**config.mk**
```make
export PLATFORM = sky130hd
export DESIGN_NAME = serial_add_ctrl
export DESIGN_NICKNAME = d
export VERILOG_FILES = /design/src/rtl/serial_add_ctrl.sv
export SDC_FILE = /design/constraint.sdc
export NUM_CORES = 1
export LEC_CHECK = 0
export CORE_MARGIN = 2
export CORE_UTILIZATION = 32
export DETAILED_ROUTE_END_ITERATION = 12
export PLACE_DENSITY = 0.52
export SYNTH_ARGS = -nofsm -noshare
export SYNTH_HDL_FRONTEND = slang
export SYNTH_SLANG_ARGS = --single-unit
```
**constraint.sdc**
```tcl
create_clock -name clk -period 1.9 [get_ports clk]
set_input_delay 0.57 -clock clk [delete_from_list [all_inputs] [get_ports clk]]
set_output_delay 0.57 -clock clk [all_outputs]
set_load 0.02 [all_outputs]
```
**src/rtl/serial_add_ctrl.sv**
```systemverilog
// serial_add_ctrl: bit-serial adder controller, LSB first, one bit per clock.
// Build option: define SERIAL_ADD_CTRL_CIN_EN to add a carry-in port (cin).
// Ports:
//   clk, rst_n     - clock (rising edge), asynchronous active-low reset
//   start          - begin an addition (accepted only when idle)
//   a, b           - operands, captured when start is accepted
//   cin            - carry-in, captured with start (SERIAL_ADD_CTRL_CIN_EN only)
//   busy           - high while an addition is in progress (RUN and DONE)
//   done           - one-cycle pulse when sum/carry hold a new result
//   sum, carry     - registered result, held until the next result
module serial_add_ctrl #(
  parameter int unsigned WIDTH = 8
) (
  input  logic             clk,
  input  logic             rst_n,
  input  logic             start,
  input  logic [WIDTH-1:0] a,
  input  logic [WIDTH-1:0] b,
`ifdef SERIAL_ADD_CTRL_CIN_EN
  input  logic             cin,
`endif
  output logic             busy,
  output logic             done,
  output logic [WIDTH-1:0] sum,
  output logic             carry
);

  localparam int unsigned CW = $clog2(WIDTH + 1);

  typedef enum logic [1:0] {
    IDLE = 2'd0,
    RUN  = 2'd1,
    DONE = 2'd2
  } state_t;

  state_t           state_q, state_d;
  logic [WIDTH-1:0] a_q, a_d, b_q, b_d, res_q, res_d, sum_d;
  logic [CW-1:0]    cnt_q, cnt_d;
  logic             c_q, c_d, carry_d, busy_d, done_d;
  logic             p, g1, g2, s_bit, c_nx, cin_val;
  logic [WIDTH-1:0] res_nx;

`ifdef SERIAL_ADD_CTRL_CIN_EN
  assign cin_val = cin;
`else
  assign cin_val = 1'b0;
`endif

  // Two cascaded half adders on the current LSBs.
  assign p      = a_q[0] ^ b_q[0];
  assign g1     = a_q[0] & b_q[0];
  assign s_bit  = p ^ c_q;
  assign g2     = p & c_q;
  assign c_nx   = g1 | g2;
  // New sum bit enters at the MSB; after WIDTH shifts bit 0 sits at bit 0.
  assign res_nx = (res_q >> 1) | (WIDTH'(s_bit) << (WIDTH - 1));

  // State and datapath registers.
  always_ff @(posedge clk or negedge rst_n) begin
    if (!rst_n) begin
      state_q <= IDLE;
      a_q     <= '0;
      b_q     <= '0;
      res_q   <= '0;
      cnt_q   <= '0;
      c_q     <= 1'b0;
      sum     <= '0;
      carry   <= 1'b0;
      busy    <= 1'b0;
      done    <= 1'b0;
    end else begin
      state_q <= state_d;
      a_q     <= a_d;
      b_q     <= b_d;
      res_q   <= res_d;
      cnt_q   <= cnt_d;
      c_q     <= c_d;
      sum     <= sum_d;
      carry   <= carry_d;
      busy    <= busy_d;
      done    <= done_d;
    end
  end

  // Next-state and next-output logic.
  always_comb begin
    state_d = state_q;
    a_d     = a_q;
    b_d     = b_q;
    res_d   = res_q;
    cnt_d   = cnt_q;
    c_d     = c_q;
    sum_d   = sum;
    carry_d = carry;
    busy_d  = busy;
    done_d  = 1'b0;
    case (state_q)
      IDLE: begin
        busy_d = 1'b0;
        if (start) begin
          a_d     = a;
          b_d     = b;
          cnt_d   = '0;
          c_d     = cin_val;
          busy_d  = 1'b1;
          state_d = RUN;
        end
      end
      RUN: begin
        a_d    = a_q >> 1;
        b_d    = b_q >> 1;
        res_d  = res_nx;
        c_d    = c_nx;
        cnt_d  = cnt_q + CW'(1);
        busy_d = 1'b1;
        // Last bit: publish the completed result alongside the done pulse.
        if (cnt_q == CW'(WIDTH - 1)) begin
          sum_d   = res_nx;
          carry_d = c_nx;
          done_d  = 1'b1;
          state_d = DONE;
        end
      end
      DONE: begin
        busy_d  = 1'b0;
        state_d = IDLE;
      end
      default: begin
        busy_d  = 1'b0;
        state_d = IDLE;
      end
    endcase
  end

endmodule

```
==> results.toml, run 1 <==
[finish]
n_antenna_cell = 0
layout-drive-gt1-share_pct = 13.4
final_cells = 257
syn_to_final_growth_pct = 29.7
fin_nets = 208
fillCellCount = 479
regArea_um2 = 1030
multiInputGateArea_um2 = 537

[clock_network]
path_clk_slew_ns = 0.08
htree_levels = 2
cts_hold_buf = 0
clk_path_buf_depth = 2
clockRootBuffer = "clkbuf_8"
cts_tree = "built"
clock_latency_ns = 0.29
cts_setup_buffers = 0
postCtsResizedCells = 0
clock_sink_count = 41
cts_made_buffers = 5

[synth]
synth_async_sr_flop_share_pct = 100
syn_inst = 152
synth_warnings = 0
synth_fp_nets = 173
netlist.area_leader.share_pct = 61.9
synth_edf_count = 0
netlist_top_cells_count = "dfrtp_1, nand2_1, inv_1"
synth_area_leader_cell = "dfrtp_1"
ys_top_cells_by_area = "dfrtp_1, nand2_1, mux2_2"
syn_area_um2 = 1660
postSynthAreaPerCell_um2 = 10.9
ys_seq_area_share_pct = 61.9
ys_seq_elements = 41
yosys.cell_types.count = 22
yosysMostFrequentCell = "dfrtp_1"
synth_ff_type = "dfrtp_1"

[pwr]
powerDensity_nw_per_um2 = 1640
leakagePower_uw = 0.00101
ir_drop_v = 0.000514

[die]
core_area_um2 = 5040
die_area_um2 = 5770
num_rows = 26
fp.dieH_um = 76.0
die_w_um = 76.0
io_pins = 30
start_util_pct = 32.9

[critical_path]
critical_path.cell_chain = "clkdlybuf4s50_1"
critical_path_class = "reg -> out"
cp_max_fo = 2
cp.buffers_inverters = 1
crit_arrival_ns = 1.26
worstPathRequired_ns = 1.33
worst_setup_path_end_kind = "output port"
max_stage_delay_ns = 0.61
critical_path.top_delay_family = "buffers and inverters"
critical_path.slowest_cell = "clkdlybuf4s50_1"
critPathLaunchType = "register"

[routing]
drc = 0
drtPass1Iterations = 2
wl_um = 3040
post_drt_wl_per_cell_um = 11.8
drt_iter0_drc = 26
antenna_left = 0
vias = 1161
via_per_inst = 4.52

[min_path]
hold_class = "in -> async"

[global_routing]
grt_pass1_vias = 1246
grt_usage_pct = 11.9
grt_max_degree = 42
grt_antenna_before_repair = 0
grt_pass1_wl_um = 5480
grt-ovfl-total = 0

[placed_design]
io_buffers = 29
dpl.cell_count = 250
pre_cts_slack_ns = -0.117
dp_hpwl_um = 2040
finalWeightedCongestion = 0.728

[flow_run]
drv_cap = 0

[sta]
tightest_slew_ns = 0.503
rsz0062_at_grt = "false"
fin_crit_sh_pct = 96.3
max_slew_margin_pct = 66.5
finalCriticalPeriod_ns = 1.83
finalHoldViolCount = 0
fmax_ghz = 0.547
final-max-slew-violation-count = 0
skew_ns = 0.0106
setup_viol = 0
post-route-worst-setup-slack_ns = 0.0707

[run_status]
status = "finished, final reports clean"
-- logic make-up after synthesis --
group                    count (synthesis)  share of synthesized area, %
adder cells (fa/ha/maj)                  2                          1.96
AO/OA/AOI/OAI                           35                          12.1
flip-flops                              41                          61.9
multiplexers                            10                          6.72
buffers and inverters                   24                          5.66
AND/OR/NAND/NOR                         40                          11.6
-- power breakdown --
| part | switching, µW | internal [µW] | leakage [µW] |
|---|---|---|---|
| Sequential | 247 | 1270 | 0.000502 |
| Clock | 291 | 382 | 0.0000540 |
| Combinational | 689 | 635 | 0.000457 |
-- layer usage --
| layer | vias up | part of all wire, % | GRT usage, % |
|---|---|---|---|
| met1 | 553 | 45 | 13.5 |
| met5 | - | 0 | 0 |
| li1 | 574 | - | - |
| met2 | 30 | 47 | 20.0 |
| met4 | 0 | 1.4 | 5.45 |
| met3 | 4 | 5.8 | 4.40 |
-- worst reg2reg max path: cells and delay by family (launching register included) --
kind                       cells  cell delay [ns]
muxes                          1             0.35
and+or+nand+nor                2             0.24
adders and majority gates      1             0.20
buffers and inverters          1             0.20
DFF                            1             0.40
-- registers in the layout, indices dropped and copies added, names as in the netlist, 2 cells and up --
name     cells
a_q          8
sum          8
res_q        7
cnt_q        4
state_q      2
b_q          8
-- placed cells by master (no fill, tap or decap), types with 2 or more instances in the layout --
cell             count
dfrtp_1             41
nand2_1             29
clkdlybuf4s50_1     28
inv_1               17
o22ai_1             14
a21oi_1             14
mux2_2               9
buf_4                6
clkbuf_8             5
o21ai_0              4
nand3_1              4
o21bai_1             2
-- worst paths after layout --
| kind | start | endpoint | slack, ns | cells past startpoint |
|---|---|---|---|---|
| hold reg to reg | res_q[1]$_DFFE_PN0N_ | res_q[1]$_DFFE_PN0N_ | 0.49 | 2 |
| hold / removal | rst_n | res_q[7]$_DFFE_PN0N_ | 0.33 | 2 |
| setup / recovery | sum[7]$_DFFE_PN0P_ | sum[7] | 0.07 | 1 |
| min in group clk | res_q[1]$_DFFE_PN0N_ | res_q[1]$_DFFE_PN0N_ | 0.49 | 2 |
| setup reg to reg | cnt_q[0]$_DFFE_PN0P_ | sum[4]$_DFFE_PN0P_ | 0.40 | 5 |
| max in group asynchronous | rst_n | cnt_q[2]$_DFFE_PN0P_ | 1.22 | 2 |
-- cell type report --
type	count	share of cell area, %
clock buffer	5	3.20
clock inverter	2	1.63
inverter	17	2.97
multi-input combinational	87	25.0
sequential	41	47.8
tap	70	4.08
timing repair buffer	35	15.4
-- metrics by stage --
step / total power [µW] / utilization, % / area [µm²] / hold slack [ns] / setup TNS, ns
2_1_floorplan: 2400 / - / 1660 / 0.274 / 0
3_3_place_gp: 2830 / 40.5 / 2040 / 0.460 / -0.736
3_5_place_dp: 2890 / 40.5 / 2040 / 0.481 / -1.59
4_1_cts: 3570 / 42.6 / 2150 / 0.348 / 0
5_1_grt: 3820 / 42.6 / 2150 / 0.365 / 0
6_report: 3510 / 42.6 / 2150 / 0.328 / 0
(Power assumes the default switching activity.)
==> inputs of run 2 (changes only) <==
--- a/config.mk
+++ b/config.mk
@@ -5,8 +5,9 @@
 export SDC_FILE = /design/constraint.sdc
 export NUM_CORES = 1
 export LEC_CHECK = 0
-export CORE_MARGIN = 2
+export CORE_MARGIN = 5
 export CORE_UTILIZATION = 32
+export CTS_CLUSTER_DIAMETER = 80
 export DETAILED_ROUTE_END_ITERATION = 12
 export PLACE_DENSITY = 0.52
 export SYNTH_ARGS = -nofsm -noshare
==> run 2 against run 1 <==
- critical path depth did not move
- flip-flop and latch count stayed put
- clock skew about the same
- total power is 2.6% higher
- die area up 16%
- maximum frequency grew 0.31%
- register-to-register slack got worse by 0.06 ns
- worst setup slack better by 0.0057 ns
- via count fell by 1.1%
- global-route usage is 0.85 points lower
- worst hold slack worse by 0.0011 ns
- wire length up 5.7%
==> results.toml, run 2 (synthesis results as in run 1) <==
[run_status]
status = "finished, final reports clean"

[critical_path]
ff2ff_path_depth = 5
critical_path_class = "reg -> out"
critical_path.cell_chain = "clkdlybuf4s50_1"
critical_path.slowest_cell = "clkdlybuf4s50_1"
cp_max_fo = 2
max_stage_delay_ns = 0.61
critical_path.top_delay_family = "buffers and inverters"
crit_arrival_ns = 1.25
cp.buffers_inverters = 1
worstPathRequired_ns = 1.33
r2r_setup_slack_ns = 0.34
critPathLaunchType = "register"
r2r_end = "sum[1]$_DFFE_PN0P_"
rr_startpoint = "cnt_q[0]$_DFFE_PN0P_"
worst_setup_path_end_kind = "output port"

[finish]
layout_commonest_cell = "dfrtp_1"
regArea_um2 = 1030
n_antenna_cell = 0
final_cell_mix = "dfrtp_1, nand2_1, clkdlybuf4s50_1, inv_1"
fillCellCount = 509
syn_to_final_growth_pct = 31.2
fin_nets = 208
layout-drive-gt1-share_pct = 13.3
finish.utilization_pct = 42.8
multiInputGateArea_um2 = 537
reg_top3 = "a_q (8), b_q (8), sum (8)"

[clock_network]
htree_levels = 2
clk_path_buf_depth = 2
postCtsResizedCells = 0
clockRootBuffer = "clkbuf_8"
cts_made_buffers = 5
cts_tree = "built"
clock_sink_count = 41
cts_setup_buffers = 0
clock_latency_ns = 0.29
path_clk_slew_ns = 0.08
cts_hold_buf = 0

[placed_design]
finalWeightedCongestion = 0.721
dp_hpwl_um = 2200
io_buffers = 29

[sta]
rsz0062_at_grt = "false"
fin_crit_sh_pct = 96.0
setup_viol = 0
skew_ns = 0.0110
finalHoldViolCount = 0
final-max-slew-violation-count = 0
finalCriticalPeriod_ns = 1.82
max_slew_margin_pct = 65.5
fmax_ghz = 0.548
tightest_slew_ns = 0.517

[die]
start_util_pct = 32.6
core_area_um2 = 5070
die_w_um = 82.0
fp.dieH_um = 82.0
num_rows = 26
die_area_um2 = 6720
io_pins = 30

[routing]
wl_um = 3210
drtPass1Iterations = 4
antenna_left = 0
drc = 0
post_drt_wl_per_cell_um = 12.4
vias = 1148
via_per_inst = 4.45
drt_iter0_drc = 29

[global_routing]
grt_max_degree = 42
grt-ovfl-total = 0
grt_antenna_before_repair = 0
grt_pass1_wl_um = 5600
grt_usage_pct = 11.0
grt_pass1_vias = 1216

[pwr]
leakagePower_uw = 0.00102
ir_drop_v = 0.000492
finalPower_uw = 3600
powerDensity_nw_per_um2 = 1660

[min_path]
hold_class = "in -> async"

[flow_run]
drv_cap = 0
==> run 2: cell count changes in the layout (fill, tap and decap cells not counted), sizes merged <==
| cell | delta |
|---|---|
| clkbuf | +2 |
| clkinv | -1 |
==> run 2: area by class of cell <==
type | instances | area share (%)
clock buffer | 7 | 3.97
clock inverter | 1 | 1.38
inverter | 17 | 2.94
multi-input combinational | 87 | 24.7
sequential | 41 | 47.2
tap | 70 | 4.03
timing repair buffer | 35 | 15.8
==> run 2: metal layers <==
layer / up-vias / share of wire (%) / GRT usage (%)
met1: 545 / 45 / 13.2
met5: - / 0 / 0
met3: 4 / 5.4 / 4.06
met2: 21 / 49 / 18.2
li1: 578 / - / -
met4: 0 / 0.84 / 3.99
==> run 2: worst max-delay path by stage <==
stage                             startpoint                  to  cells past startpoint
after floorplan                        start  a_q[5]$_DFFE_PN0P_                      4
after global placement                 start  a_q[2]$_DFFE_PN0P_                      5
after detailed placement               start  a_q[4]$_DFFE_PN0P_                      5
after CTS                 sum[7]$_DFFE_PN0P_              sum[7]                      1
after global routing      sum[6]$_DFFE_PN0P_              sum[6]                      1
final                     sum[7]$_DFFE_PN0P_              sum[7]                      1
==> run 2: power breakdown <==
group | internal (µW) | leakage (µW) | switching [µW] | total (µW)
sequential | 1270 | 0.000502 | 249 | 1520
clock | 428 | 0.0000585 | 293 | 721
combinational | 656 | 0.000460 | 708 | 1360
==> run 2: through the flow <==
step	setup slack (ns)	area [µm²]	hold slack, ns	instances	TNS [ns]
after floorplan	0.445	1660	0.274	152	0
after global placement	-0.0271	2060	0.458	250	-0.327
after detailed placement	-0.0333	2060	0.464	250	-0.363
after CTS	0.0498	2170	0.350	258	0
after global routing	0.0233	2170	0.378	258	0
final	0.0764	2170	0.327	258	0
==> inputs of run 3 (changes only) <==
--- a/config.mk
+++ b/config.mk
@@ -13,3 +13,4 @@
 export SYNTH_ARGS = -nofsm -noshare
 export SYNTH_HDL_FRONTEND = slang
 export SYNTH_SLANG_ARGS = --single-unit
+export TNS_END_PERCENT = 30
==> results of run 3 <==
Final layout, timing and power as in run 2 (identical DEF).
